`config.mk`:
```
export PLATFORM = sky130hd
export DESIGN_NAME = lsu_unit
export DESIGN_NICKNAME = d
export VERILOG_FILES = /design/src/rtl/lsu_pkg.sv /design/src/rtl/lsu_align.sv /design/src/rtl/lsu_unit.sv
export SDC_FILE = /design/constraint.sdc
export NUM_CORES = 1
export LEC_CHECK = 0
export BUFFER_PORTS_ARGS = -buffer_cell sky130_fd_sc_hd__buf_4
export CORE_MARGIN = 2
export CORE_UTILIZATION = 43
export CTS_BUF_LIST = sky130_fd_sc_hd__clkbuf_16
export DETAILED_ROUTE_END_ITERATION = 8
export GPL_TIMING_DRIVEN = 0
export HOLD_SLACK_MARGIN = 0.1
export MAX_ROUTING_LAYER = met4
export PLACE_DENSITY = 0.73
export SLEW_MARGIN = 10
export SYNTH_ARGS = -nofsm -noshare
export SYNTH_HDL_FRONTEND = slang
export SYNTH_SLANG_ARGS = --single-unit
export TNS_END_PERCENT = 100
```
`constraint.sdc`:
```
create_clock -name clk -period 5.63 [get_ports clk]
set_clock_uncertainty 0.2 [all_clocks]
set_input_delay 0.2815 -clock clk [delete_from_list [all_inputs] [get_ports clk]]
set_output_delay 0.2815 -clock clk [all_outputs]
set_load 0.01 [all_outputs]
```
`src/rtl/lsu_pkg.sv`:
```
// Shared types and RV32I funct3 encodings for the load/store unit.
// LSU_MISALIGN_TRAP_EN selects trapping vs. force-aligning misaligned accesses.
`timescale 1ns/1ps
package lsu_pkg;

    typedef enum logic [1:0] {
        ST_IDLE = 2'd0,
        ST_REQ  = 2'd1,
        ST_DONE = 2'd2
    } lsu_state_t;

    typedef enum logic [1:0] {
        SZ_BYTE = 2'd0,
        SZ_HALF = 2'd1,
        SZ_WORD = 2'd2
    } lsu_size_t;

    localparam logic [2:0] LB  = 3'b000;
    localparam logic [2:0] LH  = 3'b001;
    localparam logic [2:0] LW  = 3'b010;
    localparam logic [2:0] LBU = 3'b100;
    localparam logic [2:0] LHU = 3'b101;
    localparam logic [2:0] SB  = 3'b000;
    localparam logic [2:0] SH  = 3'b001;
    localparam logic [2:0] SW  = 3'b010;

    // Only funct3[1:0] selects the size; the sign bit plays no part here.
    function automatic lsu_size_t decode_size(input logic is_store, input logic [2:0] f3);
        lsu_size_t sz;
        if (is_store) begin
            case ({1'b0, f3[1:0]})
                SB:      sz = SZ_BYTE;
                SH:      sz = SZ_HALF;
                SW:      sz = SZ_WORD;
                default: sz = SZ_WORD;
            endcase
        end else begin
            case (f3)
                LB, LBU: sz = SZ_BYTE;
                LH, LHU: sz = SZ_HALF;
                LW:      sz = SZ_WORD;
                default: sz = SZ_WORD;
            endcase
        end
        return sz;
    endfunction

endpackage

```
`src/rtl/lsu_align.sv`:
```
// Byte-lane logic: store strobes and replication, load lane select and extension.
// Misalignment is reported here; the top decides whether to trap or proceed.
`timescale 1ns/1ps
module lsu_align
    import lsu_pkg::*;
#(
    parameter int WIDTH = 32
) (
    input  logic             is_store,
    input  logic [2:0]       funct3,
    input  logic [1:0]       offset,
    input  logic [WIDTH-1:0] wdata,
    input  logic [WIDTH-1:0] mem_rdata,
    output logic [1:0]       eff_offset,
    output logic             misaligned,
    output logic [3:0]       wstrb,
    output logic [WIDTH-1:0] wdata_rep,
    output logic [WIDTH-1:0] rdata_ext
);

    lsu_size_t   size;
    logic        sext;
    logic [7:0]  lane_b;
    logic [15:0] lane_h;

    always_comb begin
        size       = decode_size(is_store, funct3);
        sext       = ~funct3[2];
        eff_offset = offset;
        misaligned = 1'b0;
        wstrb      = 4'b1111;
        wdata_rep  = wdata;
        rdata_ext  = mem_rdata;
        lane_b     = mem_rdata[7:0];
        lane_h     = mem_rdata[15:0];
        case (size)
            SZ_BYTE: begin
                wstrb     = 4'b0001 << offset;
                wdata_rep = {4{wdata[7:0]}};
                lane_b    = mem_rdata[{offset, 3'b000} +: 8];
                rdata_ext = {{24{sext & lane_b[7]}}, lane_b};
            end
            SZ_HALF: begin
                misaligned = offset[0];
                eff_offset = {offset[1], 1'b0};
                wstrb      = 4'b0011 << {offset[1], 1'b0};
                wdata_rep  = {2{wdata[15:0]}};
                lane_h     = offset[1] ? mem_rdata[31:16] : mem_rdata[15:0];
                rdata_ext  = {{16{sext & lane_h[15]}}, lane_h};
            end
            default: begin
                misaligned = (offset != 2'b00);
                eff_offset = 2'b00;
            end
        endcase
    end

endmodule

```
`src/rtl/lsu_unit.sv`:
```
// Single-outstanding load/store unit between the core and a word-wide memory port.
// Define LSU_MISALIGN_TRAP_EN to reject misaligned accesses instead of aligning them.
`timescale 1ns/1ps
// state   | meaning
// IDLE    | waiting for start; the only state where start is sampled
// REQ     | mem_req asserted, request fields held until mem_ready
// DONE    | one-cycle completion, done (and misalign) valid
module lsu_unit
    import lsu_pkg::*;
#(
    parameter int WIDTH = 32
) (
    input  logic             clk,
    input  logic             reset,
    input  logic             start,
    input  logic             is_store,
    input  logic [2:0]       funct3,
    input  logic [WIDTH-1:0] addr,
    input  logic [WIDTH-1:0] wdata,
    output logic             busy,
    output logic             done,
    output logic [WIDTH-1:0] rdata,
    output logic             misalign,
    output logic             mem_req,
    output logic             mem_we,
    output logic [WIDTH-1:0] mem_addr,
    output logic [WIDTH-1:0] mem_wdata,
    output logic [3:0]       mem_wstrb,
    input  logic             mem_ready,
    input  logic [WIDTH-1:0] mem_rdata
);

    lsu_state_t       state, state_nxt;
    logic [2:0]       funct3_q;
    logic [1:0]       offset_q;
    logic             trap;

    logic             al_is_store;
    logic [2:0]       al_funct3;
    logic [1:0]       al_offset;
    logic [1:0]       al_eff_offset;
    logic             al_misaligned;
    logic [3:0]       al_wstrb;
    logic [WIDTH-1:0] al_wdata;
    logic [WIDTH-1:0] al_rdata;

    // One aligner serves both phases: request encoding in IDLE, load extraction in REQ.
    always_comb begin
        al_is_store = is_store;
        al_funct3   = funct3;
        al_offset   = addr[1:0];
        if (state != ST_IDLE) begin
            al_is_store = mem_we;
            al_funct3   = funct3_q;
            al_offset   = offset_q;
        end
    end

    lsu_align #(.WIDTH(WIDTH)) u_align (
        .is_store   (al_is_store),
        .funct3     (al_funct3),
        .offset     (al_offset),
        .wdata      (wdata),
        .mem_rdata  (mem_rdata),
        .eff_offset (al_eff_offset),
        .misaligned (al_misaligned),
        .wstrb      (al_wstrb),
        .wdata_rep  (al_wdata),
        .rdata_ext  (al_rdata)
    );

`ifdef LSU_MISALIGN_TRAP_EN
    logic misalign_q;
    assign trap     = al_misaligned;
    assign misalign = done & misalign_q;

    always_ff @(posedge clk or posedge reset) begin
        if (reset) begin
            misalign_q <= 1'b0;
        end else if (state == ST_IDLE && start) begin
            misalign_q <= al_misaligned;
        end
    end
`else
    logic unused_misaligned;
    assign unused_misaligned = al_misaligned;
    assign trap              = 1'b0;
    assign misalign          = 1'b0;
`endif

    always_ff @(posedge clk or posedge reset) begin
        if (reset) begin
            state <= ST_IDLE;
        end else begin
            state <= state_nxt;
        end
    end

    always_comb begin
        state_nxt = state;
        case (state)
            ST_IDLE: if (start) state_nxt = trap ? ST_DONE : ST_REQ;
            ST_REQ:  if (mem_ready) state_nxt = ST_DONE;
            ST_DONE: state_nxt = ST_IDLE;
            default: state_nxt = ST_IDLE;
        endcase
    end

    assign busy = (state != ST_IDLE);
    assign done = (state == ST_DONE);

    always_ff @(posedge clk or posedge reset) begin
        if (reset) begin
            mem_req   <= 1'b0;
            mem_we    <= 1'b0;
            mem_addr  <= '0;
            mem_wdata <= '0;
            mem_wstrb <= 4'b0000;
            rdata     <= '0;
            funct3_q  <= 3'b000;
            offset_q  <= 2'b00;
        end else if (state == ST_IDLE && start) begin
            mem_req   <= ~trap;
            mem_we    <= is_store & ~trap;
            mem_addr  <= {addr[WIDTH-1:2], 2'b00};
            mem_wdata <= al_wdata;
            mem_wstrb <= (is_store && !trap) ? al_wstrb : 4'b0000;
            funct3_q  <= funct3;
            offset_q  <= al_eff_offset;
        end else if (state == ST_REQ && mem_ready) begin
            mem_req   <= 1'b0;
            mem_we    <= 1'b0;
            mem_wstrb <= 4'b0000;
            if (!mem_we) begin
                rdata <= al_rdata;
            end
        end
    end

endmodule
```
# After elaboration in Yosys (flattened, before gate mapping)
# Cells that the tools add are included.
# classes
n_bitwise,5
magnitude_cmp,0
n_div,0
reduce_logical,12
eq_ne,9
mux,20
addsub,0
shift,3
mul,0
# op_table
cell,n
case mux 32 bit (2 select lines),2
indexed part select 32 x 6 -> 8 bit,1
2-to-1 mux 16 bit,1
case mux 2 bit (2 select lines),4
2-to-1 mux 4 bit,3
2-to-1 mux 2 bit,4
case mux 4 bit (2 select lines),1
"== test 2 x 1 -> 1 bit, second input constant",3
"== test 3 bit, second input constant",2
zero test 2 bit,3
2-to-1 mux 1 bit,4
"inequality test 2 bit, second input constant",2
nonzero test 2 bit,2
OR reduction 2 bit,2
"left shift 1 x 2 -> 4 bit, first input constant",1
"left shift 2 x 2 -> 4 bit, first input constant",1
"== test 3 x 1 -> 1 bit, second input constant",1
zero test 3 bit,1
2-to-1 mux 3 bit,1
inverter 1 bit,3
AND reduction 3 bit,1
AND 1 bit,2
"== test 2 bit, second input constant",1
logical AND 1 bit,2
AND reduction 2 bit,1
# word_totals
in_bits,104
latchBits,0
regBits,107
out_inout_bits,105
mem_bits_ro,0
n_memories,0
mem_bits_rw,0
elab_cells,58

# Logic depth before layout (Yosys ltp)
# Gate-level depths: netlist of run 1.
# depth
depth_word,10
depth_mapped,8
depth_no_buf,6

# Modules after synthesis
# A second synthesis of run 1 with hierarchy kept.
# unflattened
hier_cells,411
hier_area_um2,5506.5
# by_module_without_submodules
module,seq_area_each_um2,instances,cells_each,area_each_um2
lsu_unit,2677.6,1,246,4370.4
lsu_align,0.0,1,165,1136.1

# Worst setup path before layout of run 1
# OpenSTA, ideal clock, no wires.
# synth_timing
kind,reg2reg
from,register state[1]
to,register rdata[22]
stages_incl_launch_ff,8
t_arrival_ns,1.873
period_less_slack_ns,2.139
n_path_buf,2
path_slack_ns,3.491
cell_sequence,dfrtp_1 buf_6 nor2_4 mux2_2 a211o_4 a31oi_4 buf_6 a221o_1
# synth_via
elab_chain_cells,8
elab_cells_between_ends,29
# synth_rtl
item,line,text
"start, declared",lsu_unit.sv:33,"lsu_state_t state, state_nxt;"
"start signal, assigned",lsu_unit.sv:95,state <= state_nxt;
nonzero test 2 bit,lsu_unit.sv:52,if (state != ST_IDLE) begin
2-to-1 mux 3 bit,lsu_unit.sv:52,
== test 3 x 1 -> 1 bit (tied with other cells),lsu_pkg.sv:38,case (f3)
OR reduction 2 bit,lsu_pkg.sv:38,
case mux 2 bit (2 select lines),lsu_pkg.sv:38,
2-to-1 mux 2 bit,lsu_pkg.sv:30,if (is_store) begin
== test 2 x 1 -> 1 bit / zero test 2 bit (equally long branches),--,
case mux 32 bit (2 select lines),lsu_align.sv:36,case (size)
"end signal, assigned",lsu_unit.sv:135,rdata <= al_rdata;
"end, declared",lsu_unit.sv:22,"output logic [WIDTH-1:0] rdata,"
# Several ways; a longest one is shown, not always the timed one.
# A chain may end at the register's enable or synchronous reset.

# Final worst setup path of run 1
# layout_timing
from,input port mem_ready
to,register rdata[18]
# layout_via
elab_chain_cells,2
# layout_rtl
item,line,text
"start, declared",lsu_unit.sv:29,"input logic mem_ready,"
logical AND 1 bit,lsu_unit.sv:130,end else if (state == ST_REQ && mem_ready) begin
AND reduction 3 bit (no source line),--,
# No other way between the ends.

==> results.cfg, run 1 <==
[outcome]
outcome = finished, final reports clean

[floorplanning]
start_util = 0.437
fp.dieW_um = 111
die_h_um = 111
core.rowCount = 39
io_pins = 209
die_area_um2 = 12400
core_area_um2 = 11400

[clocking]
clk_pin_slew_ns = 0.07
cts_buffers = 9
ctsResizeCount = 0
h-tree-depth = 3
cts_setup_buffers = 0
cts.hold.buffers_added = 82
cts.sinks = 107
cts.path.max_buffers = 2
cts_root_buf = clkbuf_16
clkLatencyLatePin_ns = 0.34
cts_tree = yes

[global_route]
antenna_found_initial = 0
grt_max_degree = 82
grt_overflow = 0
global_route.usage.total = 0.272
grt_pass1_vias = 5231
grt_pass1_wl_mm = 26.4

[synthesis]
avgSynthCellArea_um2 = 10.0
synth.distinct_cells = 53
netlist_area_um2 = 4970
synthArstFlopShare = 1.00
synthCells = 495
ys_seq_elements = 107
ys_seq_area_frac = 0.539
synth_warnings = 0
synth_edf_count = 0
synth_flop_cell = dfrtp_1

[critical_path]
worstSetupPathType = in2reg
worstReg2RegStart = state[1]$_DFFE_PP0P_
required_ns = 5.71
critPathArrivalTime_ns = 2.58
end_kind = register
cp_max_fo = 10
cp-start-kind = input pin
startpoint = mem_ready

[sta]
rsz0062_at_grt = false
finalHoldViolCount = 0
setup_tns_ns = 0
fin_crit_sh = 0.445
final_max_slew_viol_count = 0
tightest_slew_ns = 0.656
setup_viol = 0
hold_slack_ns = 0.107
period_minus_slack_ns = 2.51
fin_ws_ns = 3.12
maxSlewHeadroom = 0.561
fmax_mhz = 399

[detailed_routing]
wirelength_mm = 16.3
wire_per_inst_um = 17.2
dr.first_iter.drc_count = 324
vias = 4944
dr.pass1.iters = 5
ant_nets = 0
drcViolationCount = 0
via_per_inst = 5.24

[final_layout]
final_common_cell = buf_4
final_cell_mix = 209 x buf_4, 166 x nand2_1, 107 x dfrtp_1
finalNetCount = 900
fillers = 833
design_area_um2 = 7840
antenna_cells = 0
post-route-util = 0.690
final-seq-area_um2 = 2680
area_delta_synth_final_pct = 57.8
drive_gt1_frac = 0.330
multi_input_area_um2 = 2110

[placed_design]
dpl.hpwl_mm = 11.5
numPortBuffers = 205
dp_slack_ns = 3.17
gp_congestion = 0.864
dpl_cell_area_um2 = 6730

[hold_path]
hold_path_class = in2reg
holdCritStartpoint = mem_rdata[6]

[power]
pwr_density_cell_nw_per_um2 = 494
ir_drop_mv = 0.270
static-leakage-power_nw = 3.98

[flow_run]
max_cap_viol_count = 0
## metal layers
layer / up-vias / GRT usage / share of wire / routed length [um]
met5: - / - / 0 / 0
met3: 37 / 0.0441 / 0.069 / 1130
li1: 2314 / - / - / -
met2: 239 / 0.455 / 0.49 / 7990
met1: 2354 / 0.335 / 0.41 / 6650
met4: 0 / 0.100 / 0.030 / 480
## registers in the layout, summed over array words and instances, names as in the netlist
| signal | count |
|---|---|
| mem_wdata | 32 |
| rdata | 32 |
| mem_we | 1 |
| offset_q | 2 |
| funct3_q | 3 |
| mem_req | 1 |
| state | 2 |
| mem_wstrb | 4 |
| mem_addr | 30 |
## cell type report
class,count,share of cell area
clock buffers,9,0.0287
well taps,143,0.0228
repair buffers,288,0.305
plain buffers,33,0.0215
clock inverters,7,0.00878
multi-input cells,353,0.270
inverters,4,0.00255
flip-flops and latches,107,0.342
## metrics by stage
stage          power, mW  cells
2_1_floorplan       2.32    497
3_3_place_gp        3.14    845
3_5_place_dp        3.19    846
4_1_cts             3.88    944
5_1_grt             4.12    944
6_report            3.87    944
## power by group
part / leakage, nW / switching [mW] / internal [mW]
clock network: 0.152 / 0.282 / 0.344
logic: 2.50 / 0.984 / 0.915
registers: 1.33 / 0.225 / 1.12
## logic make-up after synthesis
logic type,after synthesis,share of synthesized area
AOI/OAI and AO/OA,101,0.155
buffers and inverters,37,0.0370
DFF,107,0.539
muxes,36,0.0781
other,1,0.000755
and+or+nand+nor,213,0.190
## critical path, stage by stage
cell and delay, ns:
dlygate4sd3_1 0.55, buf_4 0.13, nand4bb_1 0.08, clkbuf_1 0.18, nor2_1 0.53, nand2_1 0.20
a31oi_4 0.32, buf_6 0.19, a221o_1 0.12
## Yosys cell counts, drive strengths merged, types with 4 or more instances
cell type | count | area share
nand2 | 166 | 0.13
dfrtp | 107 | 0.54
o21ai | 40 | 0.041
mux2i | 27 | 0.057
clkbuf | 20 | 0.015
nor2 | 19 | 0.016
a221o | 16 | 0.033
buf | 13 | 0.019
a211oi | 9 | 0.014
a31oi | 9 | 0.014
mux2 | 9 | 0.021
nand3b | 9 | 0.014
a21o | 8 | 0.012
a222oi | 7 | 0.014
inv | 4 | 0.0030
## worst paths after layout
path                                            end  slack (ns)  cells after the start
max                           rdata[18]$_DFFE_PP0P_        3.12                      9
min                            rdata[6]$_DFFE_PP0P_        0.11                      3
max reg2reg                    rdata[5]$_DFFE_PP0P_        3.15                      6
min reg2reg                mem_addr[21]$_DFFE_PP0P_        0.28                      2
max in group asynchronous     rdata[12]$_DFFE_PP0P_        4.29                      4
min in group asynchronous       mem_req$_DFFE_PP0P_        0.27                      3
No activity file was read; power rests on OpenSTA's default activity.
==> run 2: changes to the inputs <==
Clock period 5.63 ns to 2.4 ns, I/O delays scaled along.
==> run 2 against run 1 <==
  * Cell area is 3.0% higher
  * Count of clock-buffer cells in the layout unchanged
  * Clock power is 110% higher
  * Non-clock buffer count is 27 higher
  * First-iteration DRC count grew 20%
  * Largest power group unchanged
  * Worst hold slack better by 0.099 ns
  * Combinational power increased by 140%
  * Critical path type is now reg2reg
==> results.cfg, run 2 (same netlist as run 1, synthesis figures left out) <==
[outcome]
outcome = finished, final reports clean

[critical_path]
critPathArrivalTime_ns = 2.41
required_ns = 2.49
path_delay_family = compound AO/OA/AOI/OAI gates
crit_path_max_incr_delay_ns = 0.40
cp_num_buf_inv = 2
cp_max_fo = 10
path_common_cell = buf_6
worstSetupPathType = reg2reg
cp_slowest_cell = dfrtp_1
end_kind = register
critical_path.cell_chain = buf_6, nor2_4, mux2_2, a211o_4, a31oi_4, buf_6, a221o_1
cp-start-kind = register

[detailed_routing]
wirelength_mm = 17.2
wire_per_inst_um = 17.8
dr.pass1.iters = 6
drcViolationCount = 0
vias = 5129
ant_nets = 0
dr.first_iter.drc_count = 389
via_per_inst = 5.30

[sta]
period_minus_slack_ns = 2.32
rsz0062_at_grt = false
final_max_slew_viol_count = 0
tightest_slew_ns = 0.819
hold_slack_ns = 0.206
setup_viol = 0
fmax_mhz = 431
fin_crit_sh = 0.966
maxSlewHeadroom = 0.453
finalHoldViolCount = 0

[clocking]
cts_tree = yes
clkLatencyLatePin_ns = 0.36
cts.sinks = 107
cts_buffers = 9
cts.path.max_buffers = 2
clk_pin_slew_ns = 0.07
h-tree-depth = 3
cts_root_buf = clkbuf_16

[final_layout]
area_delta_synth_final_pct = 62.5
finalNetCount = 927
fillers = 841
top_regs = mem_wdata x32, rdata x32, mem_addr x30
post-route-util = 0.710
final_common_cell = buf_4
drive_gt1_frac = 0.331
final_cell_mix = 214 x buf_4, 166 x nand2_1, 107 x dfrtp_1
antenna_cells = 0
finalNonFillerCells = 968

[floorplanning]
fp.dieW_um = 111
io_pins = 209
core.rowCount = 39
die_area_um2 = 12400
start_util = 0.437
core_area_um2 = 11400
die_h_um = 111

[placed_design]
numPortBuffers = 205
gp_congestion = 0.856
dpl.hpwl_mm = 11.7
dp_cells = 847

[global_route]
grt_overflow = 0
grt_max_degree = 38
antenna_found_initial = 0
grt_pass1_wl_mm = 27.3
grt_pass1_vias = 5405
global_route.usage.total = 0.285

[power]
ir_drop_mv = 0.692
p_switching_mw = 3.57
power_frac_seq = 0.349
sw_frac_of_total = 0.391
pwr_density_cell_nw_per_um2 = 1130
clkPwrFrac = 0.147
static-leakage-power_nw = 4.08
internal_power_mw = 5.56
power.share.combinational = 0.504

[hold_path]
hold_path_class = in2reg

[flow_run]
max_cap_viol_count = 0
run 2: changes by cell type in the layout (fill, tap and decap cells not counted), moves of 2 or more:
cell	delta
nor2_1	-2
dlygate4sd3_1	+21
clkbuf_2	+3
buf_12	+2
clkbuf_1	-3
buf_4	+5
inv_6	-2
run 2: area by class of cell:
class,count,area [um2],share of cell area
timing repair buffer,315,2650,0.328
inverter,4,18.8,0.00232
sequential,107,2680,0.332
multi-input combinational,353,2120,0.263
buffer,33,179,0.0222
clock buffer,9,225,0.0279
tap,143,179,0.0222
clock inverter,4,22.5,0.00279
run 2: power groups by stage:
stage	logic, mW	registers [mW]	clock network [mW]
final	4.61	3.18	1.34
after global routing	4.96	3.28	1.43
after CTS	4.54	3.16	1.35
after detailed placement	4.33	3.17	0
after global placement	4.23	3.14	0
after floorplan	1.97	3.47	0
run 2: worst register-to-register path: stages (launching register included):
cell     delay [ns]
dfrtp_1        0.40
buf_6          0.16
nor2_4         0.18
mux2_2         0.39
a211o_4        0.30
a31oi_4        0.32
buf_6          0.19
a221o_1        0.12
run 2: worst paths after layout:
check | from | end | slack (ns) | depth (start not counted)
worst max-delay path | state[1]$_DFFE_PP0P_ | rdata[18]$_DFFE_PP0P_ | 0.08 | 7
worst min-delay path | start | funct3_q[2]$_DFFE_PP0P_ | 0.21 | 5
worst max register to register | state[1]$_DFFE_PP0P_ | rdata[18]$_DFFE_PP0P_ | 0.08 | 7
worst min register to register | mem_addr[23]$_DFFE_PP0P_ | mem_addr[23]$_DFFE_PP0P_ | 0.28 | 2
max in group asynchronous | reset | rdata[15]$_DFFE_PP0P_ | 1.05 | 4
min in group asynchronous | reset | mem_addr[3]$_DFFE_PP0P_ | 0.30 | 3
run 2: metal layers:
layer / vias to the layer above / GRT usage / part of all wire
met1: 2453 / 0.337 / 0.40
met3: 52 / 0.0615 / 0.074
met4: 0 / 0.129 / 0.037
met5: - / - / 0
met2: 260 / 0.470 / 0.49
li1: 2364 / - / -
run 2: timing repair:
item	4_1_cts	5_1_grt
pin swaps	1	1
buffers inserted	5	0
gates resized for setup	1	11
hold buffers	103	0
endpoints found under the setup margin	16	24
endpoints found under the hold margin	140	0
run 2: through the flow:
step,power [mW],instance area [um2],worst slack [ns],TNS [ns]
6_report,9.13,8070,0.0806,0
5_1_grt,9.66,8070,0.00498,0
4_1_cts,9.06,8060,0.0393,0
3_5_place_dp,7.50,6740,-0.0954,-0.214
3_3_place_gp,7.37,6700,-0.0408,-0.0669
2_1_floorplan,5.43,4980,0.261,0
==> run 3: changes to the inputs <==
Settings changed: ABC_AREA set to 1, PLACE_DENSITY 0.73 to 0.72.
==> run 3 against run 2 <==
  * Count of clock-buffer cells in the layout unchanged
  * Synthesized cell count grew 39%
  * Global-route usage shrank 0.27 points
  * Combinational power down 5.9%
  * Critical path type unchanged
  * Critical endpoint is now rdata[5]$_DFFE_PP0P_
  * Setup slack improved by 0.15 ns
  * Worst hold slack worse by 0.094 ns
  * Cell area is 2.8% higher
  * Synthesized area grew 3.9%
  * Routed wire length increased by 0.26%
  * Clock power rose by 11%
  * Largest power group unchanged
==> results.cfg, run 3 <==
[floorplanning]
fp.dieW_um = 114
io_pins = 209
core_area_um2 = 11900
die_h_um = 114
die_area_um2 = 12900
core.rowCount = 40
start_util = 0.435

[sta]
finalHoldViolCount = 0
tightest_slew_ns = 0.552
fin_crit_sh = 0.904
period_minus_slack_ns = 2.17
fmax_mhz = 461
final_max_slew_viol_count = 0
hold_slack_ns = 0.112
rsz0062_at_grt = false
setup_tns_ns = 0
setup_viol = 0
maxSlewHeadroom = 0.632

[global_route]
grt_pass1_vias = 5751
global_route.usage.total = 0.282
grt_overflow = 0
grt_max_degree = 27
grt_pass1_wl_mm = 27.8
antenna_found_initial = 0

[synthesis]
synth_edf_count = 0
netlist_area_um2 = 5160
netlist_top_cells_area = dfrtp_1 52%, nand2_1 20%, o21ai_0 6.5%
synthArstFlopShare = 1.00
avgSynthCellArea_um2 = 7.49
synth_top_area_frac = 0.519
ys_seq_area_frac = 0.519
synth_warnings = 0
synthCells = 689
synthTopCellsByCount = 269 x nand2_1, 107 x dfrtp_1, 74 x nor2_1, 70 x inv_1, 67 x o21ai_0
ys_seq_elements = 107
yosysTopAreaCell = dfrtp_1
synth.distinct_cells = 23
synth_most_common_cell = nand2_1
synth_flop_cell = dfrtp_1

[outcome]
outcome = finished, final reports clean

[detailed_routing]
wirelength_mm = 17.3
vias = 5548
drcViolationCount = 0
wire_per_inst_um = 14.8
dr.pass1.iters = 7
ant_nets = 0
via_per_inst = 4.76
dr.first_iter.drc_count = 323

[final_layout]
top_regs = mem_wdata x32, rdata x32, mem_addr x30
final_common_cell = nand2_1
final-seq-area_um2 = 2680
design_area_um2 = 8300
drive_gt1_frac = 0.263
final_cell_mix = 269 x nand2_1, 208 x buf_4, 107 x dfrtp_1
finalNetCount = 1117
multi_input_area_um2 = 2040
antenna_cells = 0
area_delta_synth_final_pct = 60.8
fillers = 959

[clocking]
cts.sinks = 107
cts_tree = yes
clkLatencyLatePin_ns = 0.34
cts_buffers = 9
cts.path.max_buffers = 2
h-tree-depth = 3
clk_pin_slew_ns = 0.08
cts_root_buf = clkbuf_16

[power]
internal_power_mw = 5.38
clkPwrFrac = 0.166
power_mw = 8.96
ir_drop_mv = 0.512
pwr_density_cell_nw_per_um2 = 1080
p_switching_mw = 3.58
power.share.combinational = 0.485
power_frac_seq = 0.349
sw_frac_of_total = 0.400
static-leakage-power_nw = 4.52

[hold_path]
hold_path_class = in2reg

[critical_path]
worstSetupPathType = reg2reg
end_kind = register
cp_max_fo = 10
path_common_cell = nor2_1
critPathArrivalTime_ns = 2.20
cp-start-kind = register
crit_path_max_incr_delay_ns = 0.44
cp_slowest_cell = dfrtp_1
regToRegSetupSlack_ns = 0.23
required_ns = 2.43
critical_path.cell_chain = inv_2, nand3_1, nor2_1, buf_2, buf_2, nand3_1, nor2_1, nor2_1

[placed_design]
numPortBuffers = 205
dpl.hpwl_mm = 12.0
gp_congestion = 0.907
dpl_cell_area_um2 = 6980

[flow_run]
max_cap_viol_count = 0
## run 3: final timing paths
| kind | startpoint | end | cells past startpoint |
|---|---|---|---|
| setup / recovery | state[1]$_DFFE_PP0P_ | rdata[5]$_DFFE_PP0P_ | 8 |
| hold / removal | start | mem_we$_DFFE_PP0P_ | 4 |
| setup reg to reg | state[1]$_DFFE_PP0P_ | rdata[5]$_DFFE_PP0P_ | 8 |
| hold reg to reg | mem_req$_DFFE_PP0P_ | mem_req$_DFFE_PP0P_ | 2 |
| max in group asynchronous | reset | rdata[30]$_DFFE_PP0P_ | 7 |
| min in group asynchronous | reset | mem_addr[9]$_DFFE_PP0P_ | 4 |
## run 3: through the flow
step                      worst slack (ns)   util  instances
after floorplan                      0.611      -        691
after global placement            -0.00367  0.581       1043
after detailed placement             0.231  0.589       1047
after CTS                            0.194  0.699       1165
after global routing                0.0607  0.700       1165
final                                0.229  0.700       1165
## run 3: kinds of logic after synthesis
family | after synthesis | synth area share
compound gates | 104 | 0.112
simple gates | 369 | 0.282
other cells | 1 | 0.000727
buf+inv | 108 | 0.0865
flops | 107 | 0.519
## run 3: what timing repair did
action | CTS | global route
setup buffers | 0 | 0
setup endpoints to repair | 0 | 2
hold buffers | 102 | 0
hold endpoints to repair | 164 | 0
gates resized for setup | 0 | 2
## run 3: final cells by class
type	instances	share of cell area
tap	147	0.0222
sequential	107	0.323
multi-input combinational	476	0.246
clock buffer	9	0.0271
clock inverter	7	0.00814
buffer	36	0.0214
timing repair buffer	311	0.319
inverter	72	0.0330
## run 3: power by group through the flow
stage	Sequential, mW	Clock, mW	Combinational (mW)
6_report	3.13	1.49	4.34
3_5_place_dp	3.11	0	4.21
5_1_grt	3.22	1.60	4.82
4_1_cts	3.11	1.51	4.34
2_1_floorplan	3.44	0	1.85
3_3_place_gp	3.11	0	4.12
## run 3: per-layer routing
| metal | global-route usage | wire [um] |
|---|---|---|
| met1 | 0.332 | 7130 |
| met2 | 0.491 | 8650 |
| met3 | 0.0654 | 1220 |
| met4 | 0.0740 | 274 |
| met5 | - | 0 |
## run 3: worst max-delay path, delay by kind of cell, from the launching register on
kind                   cells  cell delay [ns]
buffers and inverters      3             0.62
DFF                        1             0.44
and+or+nand+nor            5             0.81
